[src/rtl/money_pkg.sv]
// Shared types, coin codes and helpers for the BCD credit accumulator.
package money_pkg;

  localparam int unsigned BCD_W      = 4;
  localparam int unsigned MAX_DIGITS = 8;

  localparam logic [2:0] COIN_5       = 3'b000;
  localparam logic [2:0] COIN_10      = 3'b001;
  localparam logic [2:0] COIN_15      = 3'b010;
  localparam logic [2:0] COIN_20      = 3'b011;
  localparam logic [2:0] COIN_50      = 3'b100;
  localparam logic [2:0] COIN_100     = 3'b101;
  localparam logic [2:0] COIN_200     = 3'b110;
  localparam logic [2:0] COIN_INVALID = 3'b111;

  typedef enum logic [1:0] {
    ST_IDLE   = 2'd0,
    ST_ADD    = 2'd1,
    ST_SUB    = 2'd2,
    ST_COMMIT = 2'd3
  } state_t;

  // Denomination code to BCD addend; digits above the credit width are cleared.
  function automatic logic [BCD_W*MAX_DIGITS-1:0] coin_to_bcd(input logic [2:0] code,
                                                              input int unsigned digits);
    logic [BCD_W*MAX_DIGITS-1:0] v;
    case (code)
      COIN_5:   v = 32'h0000_0005;
      COIN_10:  v = 32'h0000_0010;
      COIN_15:  v = 32'h0000_0015;
      COIN_20:  v = 32'h0000_0020;
      COIN_50:  v = 32'h0000_0050;
      COIN_100: v = 32'h0000_0100;
      COIN_200: v = 32'h0000_0200;
      default:  v = '0;
    endcase
    for (int unsigned i = 0; i < MAX_DIGITS; i++) begin
      if (i >= digits) v[i*BCD_W +: BCD_W] = 4'h0;
    end
    return v;
  endfunction

endpackage

[src/rtl/bcd_digit_addsub.sv]
// Single BCD digit adder/subtractor with decimal carry/borrow.
module bcd_digit_addsub
  import money_pkg::*;
(
  input  logic [BCD_W-1:0] a,
  input  logic [BCD_W-1:0] b,
  input  logic             cin,
  input  logic             sub,
  output logic [BCD_W-1:0] digit,
  output logic             cout
);

  logic [4:0] sum;
  logic [4:0] diff;

  // Binary result then decimal correction: +6 past 9 on add, +10 when negative on subtract.
  always_comb begin
    sum   = 5'(a) + 5'(b) + 5'(cin);
    diff  = 5'(a) - 5'(b) - 5'(cin);
    digit = sum[3:0];
    cout  = 1'b0;
    if (sub) begin
      if (diff[4]) begin
        digit = 4'(diff + 5'd10);
        cout  = 1'b1;
      end else begin
        digit = diff[3:0];
      end
    end else if (sum > 5'd9) begin
      digit = 4'(sum + 5'd6);
      cout  = 1'b1;
    end
  end

endmodule

[src/rtl/money_accumulator_bcd.sv]
// BCD credit register: coins and purchases are applied one digit per cycle
// through a shared slice and committed only when the result is legal.
module money_accumulator_bcd
  import money_pkg::*;
#(
  parameter int unsigned DIGITS = 4,
  parameter int unsigned COIN_W = 3
) (
  input  logic                    clk,
  input  logic                    rst_n,
  input  logic [COIN_W-1:0]       coin,
  input  logic                    coin_valid,
  input  logic [BCD_W*DIGITS-1:0] price,
  input  logic                    buy_valid,
  input  logic                    clear,
  output logic                    ready,
  output logic [BCD_W*DIGITS-1:0] total,
  output logic                    coin_accept,
  output logic                    coin_reject,
  output logic                    buy_ok,
  output logic                    buy_fail
);

  localparam int unsigned W     = BCD_W * DIGITS;
  localparam int unsigned IDX_W = (DIGITS > 1) ? $clog2(DIGITS) : 1;
  localparam logic [IDX_W-1:0] LAST_IDX = IDX_W'(DIGITS - 1);

  state_t           state;
  logic [IDX_W-1:0] idx;
  logic             carry;
  logic [W-1:0]     work;
  logic [W-1:0]     operand;

  logic [BCD_W-1:0] a_dig;
  logic [BCD_W-1:0] b_dig;
  logic [BCD_W-1:0] res_dig;
  logic             res_cout;
  logic             is_sub;
  logic [W-1:0]     work_next;
  logic [W-1:0]     addend;
  logic             coin_bad;
  logic             price_bad;

  // Select the current digit pair and merge the slice result back into the work value.
  always_comb begin
    a_dig     = work[idx*BCD_W +: BCD_W];
    b_dig     = operand[idx*BCD_W +: BCD_W];
    is_sub    = (state == ST_SUB);
    work_next = work;
    work_next[idx*BCD_W +: BCD_W] = res_dig;
  end

  // Decode strobe qualifiers: invalid coin code and non-BCD price digits.
  always_comb begin
    addend    = W'(coin_to_bcd(coin[2:0], DIGITS));
    coin_bad  = (coin >= COIN_W'(7));
    price_bad = 1'b0;
    for (int unsigned i = 0; i < DIGITS; i++) begin
      if (price[i*BCD_W +: BCD_W] > 4'd9) price_bad = 1'b1;
    end
  end

  bcd_digit_addsub u_slice (
    .a     (a_dig),
    .b     (b_dig),
    .cin   (carry),
    .sub   (is_sub),
    .digit (res_dig),
    .cout  (res_cout)
  );

  // Control FSM; the result pulse and total update are launched on the last digit
  // edge so both are visible during the COMMIT cycle.
  always_ff @(posedge clk or negedge rst_n) begin
    if (!rst_n) begin
      state       <= ST_IDLE;
      idx         <= '0;
      carry       <= 1'b0;
      work        <= '0;
      operand     <= '0;
      total       <= '0;
      ready       <= 1'b1;
      coin_accept <= 1'b0;
      coin_reject <= 1'b0;
      buy_ok      <= 1'b0;
      buy_fail    <= 1'b0;
    end else begin
      coin_accept <= 1'b0;
      coin_reject <= 1'b0;
      buy_ok      <= 1'b0;
      buy_fail    <= 1'b0;
      if (clear) begin
        state <= ST_IDLE;
        idx   <= '0;
        carry <= 1'b0;
        total <= '0;
        ready <= 1'b1;
      end else begin
        case (state)
          ST_IDLE: begin
            if (coin_valid) begin
              if (coin_bad) begin
                coin_reject <= 1'b1;
              end else begin
                operand <= addend;
                work    <= total;
                idx     <= '0;
                carry   <= 1'b0;
                ready   <= 1'b0;
                state   <= ST_ADD;
              end
            end else if (buy_valid) begin
              if (price_bad) begin
                buy_fail <= 1'b1;
              end else begin
                operand <= price;
                work    <= total;
                idx     <= '0;
                carry   <= 1'b0;
                ready   <= 1'b0;
                state   <= ST_SUB;
              end
            end
          end
          ST_ADD, ST_SUB: begin
            work  <= work_next;
            carry <= res_cout;
            idx   <= idx + IDX_W'(1);
            if (idx == LAST_IDX) begin
              state <= ST_COMMIT;
              if (!res_cout) begin
                total <= work_next;
                if (is_sub) buy_ok <= 1'b1;
                else        coin_accept <= 1'b1;
              end else begin
                if (is_sub) buy_fail <= 1'b1;
                else        coin_reject <= 1'b1;
              end
            end
          end
          ST_COMMIT: begin
            state <= ST_IDLE;
            ready <= 1'b1;
          end
          default: begin
            state <= ST_IDLE;
            ready <= 1'b1;
          end
        endcase
      end
    end
  end

endmodule

[config.mk]
export PLATFORM = sky130hd
export DESIGN_NAME = money_accumulator_bcd
export DESIGN_NICKNAME = d
export VERILOG_FILES = /design/src/rtl/money_pkg.sv /design/src/rtl/bcd_digit_addsub.sv /design/src/rtl/money_accumulator_bcd.sv
export SDC_FILE = /design/constraint.sdc
export NUM_CORES = 1
export LEC_CHECK = 0
export ABC_CLOCK_PERIOD_IN_PS = 6400
export CORE_MARGIN = 5
export CORE_UTILIZATION = 40
export DETAILED_ROUTE_END_ITERATION = 12
export GPL_TIMING_DRIVEN = 0
export PLACE_DENSITY = 0.56
export SYNTH_ARGS = -nofsm -noshare
export SYNTH_HDL_FRONTEND = slang
export SYNTH_SLANG_ARGS = --single-unit
[constraint.sdc]
create_clock -name clk -period 6.4 [get_ports clk]
set_input_delay 0.96 -clock clk [delete_from_list [all_inputs] [get_ports clk]]
set_output_delay 0.96 -clock clk [all_outputs]
set_load 0.01 [all_outputs]
== Word level (Yosys, flattened, before mapping) ==
Cells that the tools add are included.

* Shift-type cells: 4
* Multiplexer cells: 69
* Eq/ne operators: 20
* Reduce and logical (&&, ||, !) cells: 15
* Bitwise logic cells: 1
* Magnitude comparators: 6
* Add/sub/neg operators: 8

{| class="wikitable"
|+ Operators by type and width
! operator !! count
|-
| 16-bit 2-to-1 mux || 12
|-
| 10-bit one-hot mux with 7 select lines || 1
|-
| 1-bit 2-to-1 mux || 34
|-
| 4-bit negator with 34-bit output || 1
|-
| 4-bit by 34-bit variable shift with 16-bit output (first input constant) || 1
|-
| 4-bit by 34-bit indexed part select with 16-bit output || 1
|-
| 16-bit one-hot mux with 2 select lines || 1
|-
| 16-bit by 5-bit indexed part select with 4-bit output || 2
|-
| 2-bit 2-to-1 mux || 11
|-
| 16-bit bitwise mux || 1
|-
| 4-bit greater-than comparator (second input constant) || 4
|-
| 4-bit 2-to-1 mux || 3
|-
| 3-bit != test (second input constant) || 4
|-
| 4-bit != test (second input constant) || 3
|-
| 4-bit AND reduction || 3
|-
| 5-bit AND reduction || 2
|-
| 3-bit equality test (second input constant) || 3
|-
| 1-bit one-hot mux with 2 select lines || 4
|-
| 2-bit nonzero test || 4
|-
| 2-bit equality test (second input constant) || 3
|-
| 3-bit by 2-bit equality test with 1-bit output (second input constant) || 2
|-
| 2-bit != test (second input constant) || 3
|-
| 2-bit one-hot mux with 3 select lines || 1
|-
| 3-bit nonzero test || 2
|-
| 17 further kinds || 17
|}

* Register bits: 58
* Logic and storage cells: 134
* Input port bits: 24
* Output and inout port bits: 21

== Depth between registers and ports, before layout ==
* Depth in word-level cells: 12
* Depth in mapped cells: 15
* Depth with buffers taken out: 14

== Modules after synthesis ==
From an unflattened synthesis, not the netlist that was laid out.

* Cells, all modules: 375
* Area total of the unflattened synthesis: 4002.6 um2

{| class="wikitable"
|+ Modules (own cells, without submodules)
! module !! area each (um2) !! times used !! cells an instance !! seq. area each (um2)
|-
| money_accumulator_bcd || 3423.3 || 1 || 303 || 1452.6
|-
| bcd_digit_addsub || 579.3 || 1 || 72 || 0.0
|}

== Worst setup path after synthesis ==
No wires, ideal clock.

* Kind: register to register
* Start: register idx[0]
* End: register total[14]
* Arrival time: 4.137 ns
* Period minus slack after synthesis: 4.263 ns
* Path buffers: 3
* Slack: 2.137 ns
* Data required time: 6.274 ns
* Library setup time: 0.126 ns
* Stages on the path, launching flop included: 15
* Cells stage by stage: dfrtp_1 buf_1 mux4_2 fa_1 fa_1 xnor2_2 inv_1 ha_1 a2bb2oi_1 o21ai_1 a21oi_1 buf_2 buf_2 nor2_1 a221o_1

* Longest elaborated chain between the ends: 12
* Elaborated cells on any way between the ends: 27
* Classes of those cells: add/sub (7); order compare (1); eq/ne (2); shift (4); mux (11); reduce/logical (2)

{| class="wikitable"
|+ Ends and longest elaborated chain
! element !! RTL line !! text
|-
| start, declared || money_accumulator_bcd.sv:29 || <nowiki>logic [IDX_W-1:0] idx;</nowiki>
|-
| start signal, assigned || money_accumulator_bcd.sv:128 || <nowiki>idx <= idx + IDX_W'(1);</nowiki>
|-
| 16-bit by 5-bit indexed part select with 4-bit output, on equally long branches || money_accumulator_bcd.sv:46, money_accumulator_bcd.sv:47 ||
|-
| 4-bit by 4-bit adder with 5-bit output / 4-bit by 4-bit subtractor with 5-bit output (equally long branches) || bcd_digit_addsub.sv:18, bcd_digit_addsub.sv:19 ||
|-
| 5-bit by 1-bit adder with 5-bit output / 5-bit by 1-bit subtractor with 5-bit output (equally long branches) || bcd_digit_addsub.sv:18, bcd_digit_addsub.sv:19 ||
|-
| 4-bit by 3-bit adder with 4-bit output (tied with other cells) || bcd_digit_addsub.sv:30 || <nowiki>digit = 4'(sum + 5'd6);</nowiki>
|-
| 4-bit 2-to-1 mux, on equally long branches || bcd_digit_addsub.sv:29, bcd_digit_addsub.sv:23 ||
|-
| 4-bit 2-to-1 mux || bcd_digit_addsub.sv:22 || <nowiki>if (sub) begin</nowiki>
|-
| 4-bit by 34-bit indexed part select with 16-bit output || money_accumulator_bcd.sv:50 || <nowiki>work_next[idx*BCD_W +: BCD_W] = res_dig;</nowiki>
|-
| 16-bit bitwise mux || money_accumulator_bcd.sv:50 ||
|-
| 16-bit 2-to-1 mux || money_accumulator_bcd.sv:131 || <nowiki>if (!res_cout) begin</nowiki>
|-
| 16-bit 2-to-1 mux || money_accumulator_bcd.sv:129 || <nowiki>if (idx == LAST_IDX) begin</nowiki>
|-
| 16-bit 2-to-1 mux || money_accumulator_bcd.sv:99 || <nowiki>case (state)</nowiki>
|-
| 16-bit 2-to-1 mux || money_accumulator_bcd.sv:92 || <nowiki>if (clear) begin</nowiki>
|-
| end signal, assigned || money_accumulator_bcd.sv:132 || <nowiki>total <= work_next;</nowiki>
|-
| end, declared || money_accumulator_bcd.sv:17 || <nowiki>output logic [BCD_W*DIGITS-1:0] total,</nowiki>
|}

Parallel ways exist; a longest one is shown, timed or not. The select of a mux whose other input is x is not followed.
A chain may end at the register's enable or synchronous reset.

== Worst setup path in the final report ==
Same ends and word-level chain as after synthesis.

==> results.toml <==
[status]
status = "finished, final reports clean"

[route]
dr_wl_met3_um = 487
viasPerCell = 5.64
drc = 0
wl_met2_um = 5330
initialDrtViolationCount = 250
first_pass_iters = 5
wire_per_inst_um = 18.3
ant_nets = 0
wl_um = 11500
via_count = 3541
met1Wirelength_um = 5510
routed.top_layer = "met4"

[clocking]
postCtsSetupBuffers = 0
cts.sinks = 58
cts_tree = "yes"
cts.reportedPaths.clkPinSlew_ns = 0.07
cts_hold_buf = 0
clockRootBuffer = "clkbuf_8"
h-tree-depth = 3
cts_resized = 0
clk_latency_ns = 0.34
numCtsBuffers = 9
clockBufferDepth = 2

[finish]
fin_nets = 536
nFillCells = 978
syn_to_final_growth_pct = 21.0
drive_gt1_share_pct = 8.08
antenna_cells = 0

[die]
dieArea_um2 = 11900
coreArea_um2 = 9640
num_rows = 36
die_x_um = 109
ios = 45
start_util_pct = 40.6
die_h_um = 109

[sta]
final.setup.tns_ns = 0
slew_viol_final = 0
rsz0062_at_grt = "no"
finalSetupViolations = 0
relSlewSlack_pct = 48.9
worst_pin_slew_ns = 0.766
fmax_mhz = 191
hold_viol = 0
skew_ns = 0.00794
fin_crit_sh_pct = 82.0
fin_crit_ns = 5.25

[global_routing]
grt_pass1_vias = 3493
grt-ovfl-total = 0
grt_max_degree = 37
grt_use_total_pct = 20.4
antenna_found_initial = 0
grt_pass1_wl_um = 18400

[run]
max_cap_viol_count = 0

[logic_synthesis]
synth_simple_gate_area_share_pct = 23.2
synth_fa_ha_area_share_pct = 7.80
synth_xor_area_share_pct = 1.09
synthMuxAreaShare_pct = 7.60
syn_inst = 434
syn-num-nets = 480
synthesis.area_um2 = 3920
synth_compound_gate_area_share_pct = 18.6
syn_avg_cell_area_um2 = 9.02
synth_top_family_by_area = "simple AND/OR/NAND/NOR gates"
synthArstFlopShare_pct = 100
ys.flop_type = "dfrtp_1"
yosysWarnings = 0
seq_area_frac_synth_pct = 37.1
synth_edf_count = 0
ys_ff_latch = 58
synth_cell_types = 55

[placed_design]
dp_hpwl_um = 8800
gp_congestion = 0.855
io_buffers = 43

[hold_path]
worstHoldPathType = "primary input to async pin"

[critical_path]
path_class = "flop to flop"
path_max_fanout = 10
arrival_ns = 5.53
crit_top_cell = "fa_1"
cp_slowest_stage_delay_ns = 0.74
cp-end-kind = "flop"
worstPathRequired_ns = 6.68
crit_slowest_cell = "a311oi_2"
cp-start-kind = "flop"
cp_cell_sequence = "buf_1 > mux4_2 > fa_1 > fa_1 > xnor2_2 > inv_1 > ha_1 > a2bb2oi_1 > o21ai_1 > a311oi_2 > buf_2 > a221o_1"
==> per-layer routing <==
metal	global-route usage, %	vias up
met5	0	-
met4	6.22	0
met3	3.26	15
met2	31.4	86
met1	29.5	1752
li1	-	1688
==> metrics by stage <==
| step | utilization (%) | hold slack, ns | cell area, um^2 | std cells | worst slack (ns) |
|---|---|---|---|---|---|
| 3_5_place_dp | 47.3 | 0.468 | 4560 | 612 | 1.17 |
| 5_1_grt | 49.2 | 0.399 | 4740 | 628 | 0.841 |
| 4_1_cts | 49.2 | 0.398 | 4740 | 628 | 1.09 |
| 6_report | 49.2 | 0.406 | 4740 | 628 | 1.15 |
| 2_1_floorplan | - | 0.445 | 3920 | 434 | 2.14 |
| 3_3_place_gp | 46.8 | 0.463 | 4510 | 610 | 1.19 |
==> placed cells by master, fill, tap and decap left out, drive strengths merged, types with 7 or more instances in the layout <==
cell type	synthesis	final
inv	27	27
mux2i	8	8
mux4	7	7
nand3	14	14
a21oi	12	12
nor3	13	13
clkbuf	13	27
nor2b	12	12
o21ai	36	36
nand2b	21	21
clkdlybuf4s50	0	42
a221o	15	15
buf	7	10
o22ai	9	9
ha	18	18
nor2	33	33
dfrtp	57	57
nand2	47	47
==> worst max-delay path, delay by kind of cell, from the launching register on <==
kind / cells / cell delay (ns)
muxes: 1 / 0.63
AOI/OAI and AO/OA: 4 / 1.50
buffers and inverters: 3 / 1.06
DFF: 1 / 0.49
xor gates and xnor gates: 1 / 0.26
adders and majority gates: 3 / 1.24
==> Yosys cell counts, types with 2 or more instances <==
cell       number  area, um^2
nand3b_1        4        30.0
a41oi_1         4        35.0
mux2i_1         8        80.1
o21ai_0        35         175
nand3_1        14        70.1
nor3_1         13        65.1
nor4_1          3        18.8
buf_1           3        11.3
mux2_2          4        45.0
xnor2_1         3        26.3
dfrtp_1        57        1430
nor2_1         33         124
or3_1           5        31.3
nor3b_1         4        30.0
o31ai_1         6        45.0
and3_1          6        37.5
a211oi_1        5        37.5
nand2b_1       21         131
and3b_1         2        17.5
nand2_1        47         176
clkbuf_1       13        48.8
a221o_1        15         150
o22ai_1         8        50.1
a2bb2oi_1       3        26.3
nand4_1         6        37.5
nor2b_1        12        75.1
fa_1            4        80.1
a22oi_1         4        30.0
a21oi_1        12        60.1
buf_2           4        20.0
ha_1           18         225
o2111ai_1       2        17.5
mux4_2          7         158
and4_1          2        17.5
inv_1          27         101
==> worst paths after layout <==
kind / start / endpoint / slack (ns) / cells past startpoint
min in group clk: operand[10] / operand[10] / 0.48 / 2
max: idx[0] / total[14] / 1.15 / 12
min reg2reg: operand[10] / operand[10] / 0.48 / 2
max reg2reg: idx[0] / total[14] / 1.15 / 12
max in group asynchronous: rst_n / operand[8] / 5.42 / 3
min: rst_n / operand[5] / 0.41 / 1
==> cells by family (layout without fill, tap and decap cells) <==
kind of cell | after synthesis | after routing
AND/OR/NAND/NOR | 178 | 178
buffers and inverters | 47 | 108
adder cells (fa/ha/maj) | 22 | 22
XOR/XNOR | 4 | 4
AO/OA/AOI/OAI | 105 | 105
flip-flops | 58 | 58
multiplexers | 20 | 20
==> area by class of cell <==
type | count | area, um^2 | share of cell area [%]
plain buffers | 20 | 80.1 | 1.69
clock buffers | 14 | 173 | 3.64
clock inverters | 2 | 10.0 | 0.211
inverters | 27 | 101 | 2.14
multi-input cells | 329 | 2280 | 48.2
flip-flops and latches | 58 | 1450 | 30.7
well taps | 133 | 166 | 3.51
repair buffers | 45 | 473 | 9.98
==> state kept, by name, indices dropped and copies added, names as in the netlist, 2 cells and up <==
register	flops
total	16
work	16
idx	2
state	2
operand	16
Power is not shown: default switching activity piles up to over one toggle a cycle in this logic, so the estimate is an artifact.
